## src/rtl/rtc_pkg.sv

```systemverilog
// rtc_pkg: shared constants for the time-of-day counter.
//   Field widths, field limits and the default prescaler divide ratio.
//   Used by rtc_prescaler and rtc_timekeeper.
package rtc_pkg;

   localparam int SEC_W  = 6;
   localparam int MIN_W  = 6;
   localparam int HOUR_W = 5;

   localparam logic [SEC_W-1:0]  SEC_MAX  = 6'd59;
   localparam logic [MIN_W-1:0]  MIN_MAX  = 6'd59;
   localparam logic [HOUR_W-1:0] HOUR_MAX = 5'd23;

   localparam int CLK_DIV_DEFAULT = 50_000_000;

endpackage

```

## src/rtl/rtc_prescaler.sv

```systemverilog
// rtc_prescaler: divides the system clock down to a once-per-second tick.
// Ports:
//   clock   in   system clock (posedge)
//   resetn  in   synchronous active-low reset
//   run     in   1 = divider advances, 0 = divider frozen
//   clear   in   restart the second from 0 (accepted time load)
//   tick    out  high during the last cycle of a second; the consumer
//                registers its own strobe on this edge
module rtc_prescaler
   import rtc_pkg::*;
#(
   parameter int CLK_DIV = CLK_DIV_DEFAULT
) (
   input  logic clock,
   input  logic resetn,
   input  logic run,
   input  logic clear,
   output logic tick
);

   localparam int DIV_W = $clog2(CLK_DIV);
   localparam logic [DIV_W-1:0] DIV_LAST = DIV_W'(CLK_DIV - 1);

   logic [DIV_W-1:0] div;

   assign tick = run && (div == DIV_LAST);

   always_ff @(posedge clock) begin
      if (!resetn) begin
         div <= '0;
      end else if (clear) begin
         div <= '0;
      end else if (run) begin
         if (div == DIV_LAST) div <= '0;
         else                 div <= div + 1'b1;
      end
   end

endmodule

```

## src/rtl/rtc_timekeeper.sv

```systemverilog
// rtc_timekeeper: 24-hour hours/minutes/seconds counter with a 1 Hz strobe.
// Optional load port compiled in with `define RTC_SET_EN.
// Ports:
//   clock        in   system clock (posedge)
//   resetn       in   synchronous active-low reset
//   run          in   1 = timekeeping advances
//   set_valid    in   load request               (RTC_SET_EN)
//   set_hours    in   hours to load, 0-23        (RTC_SET_EN)
//   set_minutes  in   minutes to load, 0-59      (RTC_SET_EN)
//   set_ack      out  pulse: load accepted       (RTC_SET_EN)
//   set_err      out  pulse: load out of range   (RTC_SET_EN)
//   secondClock  out  one-cycle strobe per second; time already updated
//   seconds      out  0-59
//   minutes      out  0-59
//   hours        out  0-23
//   midnight     out  pulse with the strobe that enters 00:00:00
module rtc_timekeeper
   import rtc_pkg::*;
#(
   parameter int CLK_DIV = CLK_DIV_DEFAULT
) (
   input  logic              clock,
   input  logic              resetn,
   input  logic              run,
`ifdef RTC_SET_EN
   input  logic              set_valid,
   input  logic [HOUR_W-1:0] set_hours,
   input  logic [MIN_W-1:0]  set_minutes,
   output logic              set_ack,
   output logic              set_err,
`endif
   output logic              secondClock,
   output logic [SEC_W-1:0]  seconds,
   output logic [MIN_W-1:0]  minutes,
   output logic [HOUR_W-1:0] hours,
   output logic              midnight
);

   logic tick;
   logic load_ok;

`ifdef RTC_SET_EN
   assign load_ok = set_valid && (set_hours <= HOUR_MAX) && (set_minutes <= MIN_MAX);
`else
   assign load_ok = 1'b0;
`endif

   rtc_prescaler #(.CLK_DIV(CLK_DIV)) u_prescaler (
      .clock  (clock),
      .resetn (resetn),
      .run    (run),
      .clear  (load_ok),
      .tick   (tick)
   );

   always_ff @(posedge clock) begin
      if (!resetn) begin
         seconds     <= '0;
         minutes     <= '0;
         hours       <= '0;
         secondClock <= 1'b0;
         midnight    <= 1'b0;
`ifdef RTC_SET_EN
         set_ack     <= 1'b0;
         set_err     <= 1'b0;
`endif
      end else begin
         secondClock <= 1'b0;
         midnight    <= 1'b0;
`ifdef RTC_SET_EN
         set_ack     <= 1'b0;
         set_err     <= 1'b0;
         if (set_valid && !load_ok) set_err <= 1'b1;
`endif
         if (load_ok) begin
            // A load restarts the second, so a coincident tick is dropped.
`ifdef RTC_SET_EN
            hours   <= set_hours;
            minutes <= set_minutes;
            set_ack <= 1'b1;
`endif
            seconds <= '0;
         end else if (tick) begin
            secondClock <= 1'b1;
            if (seconds == SEC_MAX) begin
               seconds <= '0;
               if (minutes == MIN_MAX) begin
                  minutes <= '0;
                  if (hours == HOUR_MAX) begin
                     hours    <= '0;
                     midnight <= 1'b1;
                  end else begin
                     hours <= hours + 1'b1;
                  end
               end else begin
                  minutes <= minutes + 1'b1;
               end
            end else begin
               seconds <= seconds + 1'b1;
            end
         end
      end
   end

endmodule

```

## config.mk

```make
export PLATFORM = sky130hd
export DESIGN_NAME = rtc_timekeeper
export DESIGN_NICKNAME = d
export VERILOG_FILES = /design/src/rtl/rtc_pkg.sv /design/src/rtl/rtc_prescaler.sv /design/src/rtl/rtc_timekeeper.sv
export SDC_FILE = /design/constraint.sdc
export NUM_CORES = 1
export LEC_CHECK = 0
export CAP_MARGIN = 20
export CORE_MARGIN = 4
export CORE_UTILIZATION = 50
export CTS_CLUSTER_DIAMETER = 200
export CTS_CLUSTER_SIZE = 20
export DETAILED_ROUTE_END_ITERATION = 10
export GPL_ROUTABILITY_DRIVEN = 0
export PLACE_DENSITY = 0.82
export SYNTH_ARGS = -nofsm -noshare
export SYNTH_HDL_FRONTEND = slang
export SYNTH_SLANG_ARGS = --single-unit
export TNS_END_PERCENT = 20
```

## constraint.sdc

```tcl
create_clock -name clock -period 2.1 [get_ports clock]
set_clock_uncertainty 0.05 [all_clocks]
set_input_delay 0.42 -clock clock [delete_from_list [all_inputs] [get_ports clock]]
set_output_delay 0.42 -clock clock [all_outputs]
set_load 0.01 [all_outputs]
```

After elaboration in Yosys (flattened, before gate mapping)
Index checks and enable logic that the tools add are counted.

storage, ports and cells
  bits in registers = 45
  input bits = 3
  word-level logic and storage cells = 24

cells by class
  add/subtract/negate cells = 4
  eq/ne operators = 4
  mux-type cells = 6
  reduce and logical (&&, ||, !) cells = 4

operators by type and width
  kind                   number
  $add 26x1->26 const B  1
  $eq 26x26->1 const B   1
  $mux 26                1
  $add 6x1->6 const B    2
  $eq 6x6->1 const B     2
  $mux 6                 2
  $add 5x1->5 const B    1
  $eq 5x5->1 const B     1
  $mux 5                 1
  $reduce_and 4->1       1
  $reduce_and 3->1       1
  $mux 1                 2
  $reduce_and 2->1       1
  $logic_and 1x1->1      1

Logic depth before layout (Yosys ltp)
Gate-level depths: netlist of run 1.

  depth in word-level cells = 3
  gate-level depth with buffers = 8

Cells and area by module
Synthesis of run 1 repeated with hierarchy kept, for this count alone.

unflattened totals
  cell total of the unflattened synthesis = 256
  area, all modules = 2203.4 um2

by module, submodules not included
  module          times used  cells each  area each (um2)
  rtc_prescaler   1           161         1332.5
  rtc_timekeeper  1           95          870.8

Worst setup path after synthesis of run 1
No wires, ideal clock.

  kind = reg-to-reg
  from = reg u_prescaler.div[0]
  to = reg u_prescaler.div[10]
  library setup time = 128 ps
  arrival = 1883 ps
  setup slack = 40 ps
  cell stages (with the launch flop) = 9
  period minus slack after synthesis = 2060 ps
  path through = dfxtp_1 ha_1 nand3_1 nor4_4 nand2_1 clkbuf_1 nand2_1 clkbuf_1 nor2_1

between the ends
  cells in the longest elaborated chain, start to end = 2

RTL lines
  element                                        line                                      text
  start: declaration                             rtc_prescaler.sv:24                       logic [DIV_W-1:0] div;
  start signal: assignment                       rtc_prescaler.sv:35                       else div <= div + 1'b1;
  $add 26x1->26 or $eq 26x26->1 (tied branches)  rtc_prescaler.sv:35, rtc_prescaler.sv:34
  $mux 26 *                                      rtc_prescaler.sv:34                       if (div == DIV_LAST) div <= '0;

Every way passes the cells marked *; elsewhere a longest branch is shown, timed or not.
A chain may end at the register's enable or synchronous reset.

Worst setup path in the final report of run 1
  from = reg u_prescaler.div[10]
  to = reg minutes[2]

between the ends
  cells in the longest elaborated chain, start to end = 3

RTL lines
  element                     line                  text
  $eq 26x26->1                rtc_prescaler.sv:26   assign tick = run && (div == DIV_LAST);
  $logic_and 1x1->1           rtc_prescaler.sv:26
  $reduce_and 2->1 (no line)  --
  end signal: assignment      rtc_timekeeper.sv:96  minutes <= minutes + 1'b1;
  end: declaration            rtc_timekeeper.sv:34  output logic [MIN_W-1:0] minutes,

Every way passes these cells.

==> metrics.yaml, run 1 <==
hp-start: "seconds[1]"
cp_data_required_time_ps: 2280
drive_gt1_frac: 0.176
vias: 1911
cts_buffer_depth: 2
post-route-period-util: 0.979
syn_inst: 248
slew_viol_final: 0
dpl_worst_slack_ps: -335
worstPathMaxFanout: 5
switchingPower_w: 0.000320
finish.instance_area_um2: 2730
start_kind: "flip-flop"
syn-num-nets: 255
synth_area_um2: 2110
yosysWarnings: 0
ys_seq_area_frac: 0.427
grtUsageTotal: 0.181
holdWs_ps: 453
port_buffers: 21
area_growth_pct: 29.5
ioPinCount: 22
viasPerCell: 5.54
hpwlAfterDp_um: 3230
yosysMostFrequentCell: "dfxtp_1"
p_per_area_nw_per_um2: 582
clkLatencyLatePin_ps: 300
wl_per_cell_um: 13.3
yosys-top-cells-count: "dfxtp_1, nor2_1, nand2_1, nand3_1, xor2_1"
die_h_um: 73.0
busiest_layer: "met2"
synthTopCellsByArea: "dfxtp_1, xor2_1, nor2_1"
max-slew-margin-rel: 0.654
power_frac_clock: 0.426
max-cap-violations: 0
core_um2: 4030
use_met1: 0.223
synth_top_area_frac: 0.427
p_seq_frac: 0.544
finalSetupViolCount: 0
grt_pass1_vias: 1717
worst_slack_ps: 44.0
dieWidth_um: 73.0
end_kind: "flip-flop"
cts_made_buffers: 5
path_class: "reg2reg"
clock.fmax_mhz: 486
initial_core_util: 0.524
startpoint: "u_prescaler.div[10]"
cts_max_level: 2
cts-root-buf: "clkbuf_8"
synth.distinct_cells: 33
tns_ps: 0
p_comb_frac: 0.030
critPathArrivalTime_ps: 2240
hold_viol_final: 0
cts.sinks: 45
clk_pin_slew_ps: 80
postRouteAntennaNets: 0
drt_iter0_markers: 71
fin_crit_ps: 2060
worstHoldPathType: "reg2reg"
grt_max_degree: 26
swShare: 0.201
synth_enable_flop_cells: 0
internal_power_w: 0.00127
yosys.area.top_type: "dfxtp_1"
cts_tree: "built"
rows: 23
hold_buffers: 0
status: "finished clean"
ys_async_sr_fraction: 0
overflow: 0
synth.avg_cell_area_um2: 8.51
final_nets: 301
drt_pass1_iterations: 6
antenna_cells: 0
utilization: 0.678
ys.flop_type: "dfxtp_1"
ir_drop_mv: 0.457
worstMarginPinSlew_ps: 519
antenna_found_initial: 0
dieArea_um2: 5320
grt_pass1_wl_um: 7650
drc: 0
cp_slowest_cell: "or4_4"
placed_area_um2: 2540
r2r_start: "u_prescaler.div[10]"
rsz0062_at_grt: "yes"
max_stage_delay_ps: 550
ys_seq_elements: 45
p_leak_nw: 0.975
wirelength_um: 4590
crit_chain: "or4_4 -> nor3_4 -> nand4_1 -> buf_4 -> or3_1 -> a21oi_1"
grt_use_met2: 0.300
met3_usage: 0.0441
worst paths after layout:
check,end,slack [ps],cells past startpoint
max,minutes[2],40,6
min reg2reg,seconds[1],450,2
min,seconds[1],450,2
max reg2reg,minutes[2],40,6
state kept, by name, summed over array words and instances (netlist names):
signal,cells
hours,5
u_prescaler.div,26
seconds,6
minutes,6
secondClock,1
midnight,1
final cells by class:
type / instances / area (um2)
Fill cell: 322 / 1300
Multi-Input combinational cell: 191 / 1220
Sequential cell: 45 / 905
Timing Repair Buffer: 44 / 399
Clock buffer: 7 / 86.3
Tap cell: 50 / 62.6
Clock inverter: 1 / 30.0
Inverter: 7 / 26.3
repair_timing:
item / 4_1_cts / 5_1_grt
gates resized for setup: 1 / 14
buffers inserted: 0 / 1
endpoints found under the setup margin: 1 / 9
pin swaps: 0 / 12
cloned: 0 / 0
power groups by stage:
stage | sequential, W | clock, W | combinational, W
6_report | 0.000865 | 0.000677 | 0.0000480
5_1_grt | 0.000865 | 0.000720 | 0.0000535
4_1_cts | 0.000864 | 0.000690 | 0.0000475
3_5_place_dp | 0.000884 | 0 | 0.0000468
3_3_place_gp | 0.000884 | 0 | 0.0000456
2_1_floorplan | 0.000884 | 0 | 0.0000225
cells in the final DEF (no fill, tap or decap), types with 5 or more instances in the layout:
cell type,n
buf_4,21
nand4_1,12
o21ai_0,8
a21oi_1,6
dfxtp_1,42
nor3_1,8
xor2_1,17
xnor2_1,9
nor2_1,38
a21oi_2,5
nand2_1,22
nand3_1,21
or3_1,6
clkdlybuf4s50_1,21
clkbuf_8,6
inv_1,7
per-stage QoR:
| stage | std cells | total power (W) |
|---|---|---|
| floorplan | 248 | 0.000907 |
| global placement | 336 | 0.000929 |
| detailed placement | 336 | 0.000931 |
| CTS | 344 | 0.00160 |
| global route | 345 | 0.00164 |
| finish | 345 | 0.00159 |
cell families (layout without fill, tap and decap cells):
group,after synthesis,count (layout),synth area share
xor+xnor,26,26,0.108
fa+ha+maj,4,4,0.0237
compound gates,23,23,0.0599
simple gates,134,134,0.340
mux,4,4,0.0190
buf+inv,12,59,0.0219
flops,45,45,0.427
layer usage:
layer	wire length, um	up-vias	part of all wire
li1	-	964	-
met1	2180	907	0.47
met2	2210	33	0.48
met3	145	7	0.032
met4	61	0	0.013
met5	0	-	0
worst max-delay path, delay by kind of cell (launching register included):
| kind | cells | cell delay, ps |
|---|---|---|
| AO/OA/AOI/OAI | 1 | 120 |
| flip-flops | 1 | 330 |
| AND/OR/NAND/NOR | 4 | 1320 |
| buffers and inverters | 1 | 180 |
No activity file was read; power rests on OpenSTA's default activity.
==> run 2, diff against run 1 <==
Settings changed: REMOVE_ABC_BUFFERS set to 1.
==> metrics.yaml, run 2 (same netlist as run 1, synthesis figures left out) <==
port_buffers: 21  # unchanged
crit_path_end: "hours[4]"  # was minutes[2]
grt_pass1_wl_um: 7740  # was 7650 um
worstHoldPathType: "reg2reg"  # unchanged
vias: 1874  # was 1911
wl_per_cell_um: 12.8  # was 13.3 um
cts-root-buf: "clkbuf_8"  # unchanged
postRouteAntennaNets: 0  # unchanged
largest_registers: "u_prescaler.div: 26 flops, minutes: 6 flops, seconds: 6 flops"  # unchanged
clock.fmax_mhz: 489  # was 486 MHz
utilization: 0.661  # was 0.678
ir_drop_mv: 0.262  # was 0.457 mV
viasPerCell: 5.39  # was 5.54
wirelength_um: 4440  # was 4590 um
reg2reg_slack_ps: 60  # was 40 ps
p_leak_nw: 0.979  # was 0.975 nW
r2r_end: "hours[4]"  # was minutes[2]
cts_made_buffers: 5  # unchanged
fillers: 346  # was 322
overflow: 0  # unchanged
antenna_found_initial: 0  # unchanged
grt_max_degree: 26  # unchanged
hold_viol_final: 0  # unchanged
max-cap-violations: 0  # unchanged
dieWidth_um: 73.0  # unchanged
drt_iter0_markers: 86  # was 71
area_growth_pct: 26.2  # was 29.5%
p_per_area_nw_per_um2: 534  # was 582 nW/um2
path_class: "reg2reg"  # unchanged
r2r_cells: 5  # was 6
grt_pass1_vias: 1757  # was 1717
core_um2: 4030  # unchanged
finalSetupViolCount: 0  # unchanged
cts_buffer_depth: 2  # unchanged
rows: 23  # unchanged
cts_tree: "built"  # unchanged
clkLatencyLatePin_ps: 290  # was 300 ps
regMostFlops: "u_prescaler.div"  # unchanged
instances_no_fill: 348  # was 345
slew_viol_final: 0  # unchanged
dpl_worst_slack_ps: -402  # was -335 ps
max-slew-margin-rel: 0.712  # was 0.654
ioPinCount: 22  # unchanged
hpwlAfterDp_um: 3270  # was 3230 um
startpoint: "u_prescaler.div[11]"  # was u_prescaler.div[10]
drc: 0  # unchanged
final_nets: 304  # was 301
post-route-period-util: 0.974  # was 0.979
end_kind: "flip-flop"  # unchanged
tns_ps: 0  # unchanged
initial_core_util: 0.524  # unchanged
dieArea_um2: 5320  # unchanged
start_kind: "flip-flop"  # unchanged
cts.sinks: 45  # unchanged
rsz0062_at_grt: "yes"  # unchanged
worst_slack_ps: 55.1  # was 44.0 ps
largest_register_ffs: 26  # unchanged
worstPathMaxFanout: 5  # unchanged
place_inst: 339  # was 336
drt_pass1_iterations: 4  # was 6
antenna_cells: 0  # unchanged
cts_max_level: 2  # unchanged
worstMarginPinSlew_ps: 431  # was 519 ps
clk_pin_slew_ps: 80  # about the same
cp_data_required_time_ps: 2280  # about the same
critPathArrivalTime_ps: 2220  # was 2240 ps
die_h_um: 73.0  # unchanged
final_common_cell: "dfxtp_1"  # unchanged
status: "finished clean"  # unchanged
grtUsageTotal: 0.186  # was 0.181
drive_gt1_frac: 0.151  # was 0.176
r2r_start: "u_prescaler.div[11]"  # was u_prescaler.div[10]
final_cell_mix: "dfxtp_1, nor2_1, buf_4"  # was dfxtp_1, nor2_1, nand2_1
fin_crit_ps: 2040  # was 2060 ps
## run 2: cell type report
class	count	area (um2)	share of cell area
clock buffers	6	72.6	0.0273
flip-flops and latches	45	903	0.339
inverters	7	26.3	0.00987
clock inverters	2	10.0	0.00376
well taps	50	62.6	0.0235
repair buffers	47	420	0.158
multi-input cells	191	1170	0.438
## run 2: worst max-delay path: stages, from the launching register on
cell,delay [ps]
dfxtp_2,330
or4_4,550
nor3_4,220
nand4_2,190
or4_1,490
a21oi_1,140
## run 2: repair_timing
item / 4_1_cts / 5_1_grt
resized for setup: 0 / 4
endpoints found under the setup margin: 10 / 9
setup buffers: 0 / 1
endpoints found under the hold margin: 0 / 0
hold buffers: 0 / 0
pin swaps: 1 / 2
## run 2: layer usage
| layer | up-vias | global-route usage | part of all wire |
|---|---|---|---|
| met1 | 869 | 0.221 | 0.45 |
| li1 | 964 | - | - |
| met3 | 12 | 0.0386 | 0.031 |
| met5 | - | 0 | 0 |
| met2 | 29 | 0.310 | 0.49 |
| met4 | 0 | 0.107 | 0.027 |
## run 2: how the worst min path moves through the flow
stage | start | end | slack (ps) | depth (start not counted)
2_1_floorplan | u_prescaler.div[25] | u_prescaler.div[25] | 430 | 2
3_3_place_gp | seconds[1] | seconds[1] | 430 | 2
3_5_place_dp | hours[4] | hours[4] | 450 | 2
4_1_cts | hours[4] | hours[4] | 460 | 2
5_1_grt | seconds[0] | seconds[0] | 490 | 2
6_report | seconds[0] | seconds[0] | 470 | 2
## run 2: metrics by stage
step           hold WS (ps)  power, W  cell area [um2]
3_3_place_gp            427  0.000929             2560
5_1_grt                 489   0.00148             2660
4_1_cts                 465   0.00144             2650
6_report                469   0.00142             2660
3_5_place_dp            453  0.000932             2560
2_1_floorplan           429  0.000905             2090
## run 2: power breakdown
| part | internal (W) | total (W) | switching (W) |
|---|---|---|---|
| Combinational | 0.0000222 | 0.0000479 | 0.0000256 |
| Clock | 0.000231 | 0.000509 | 0.000279 |
| Sequential | 0.000858 | 0.000864 | 0.00000570 |
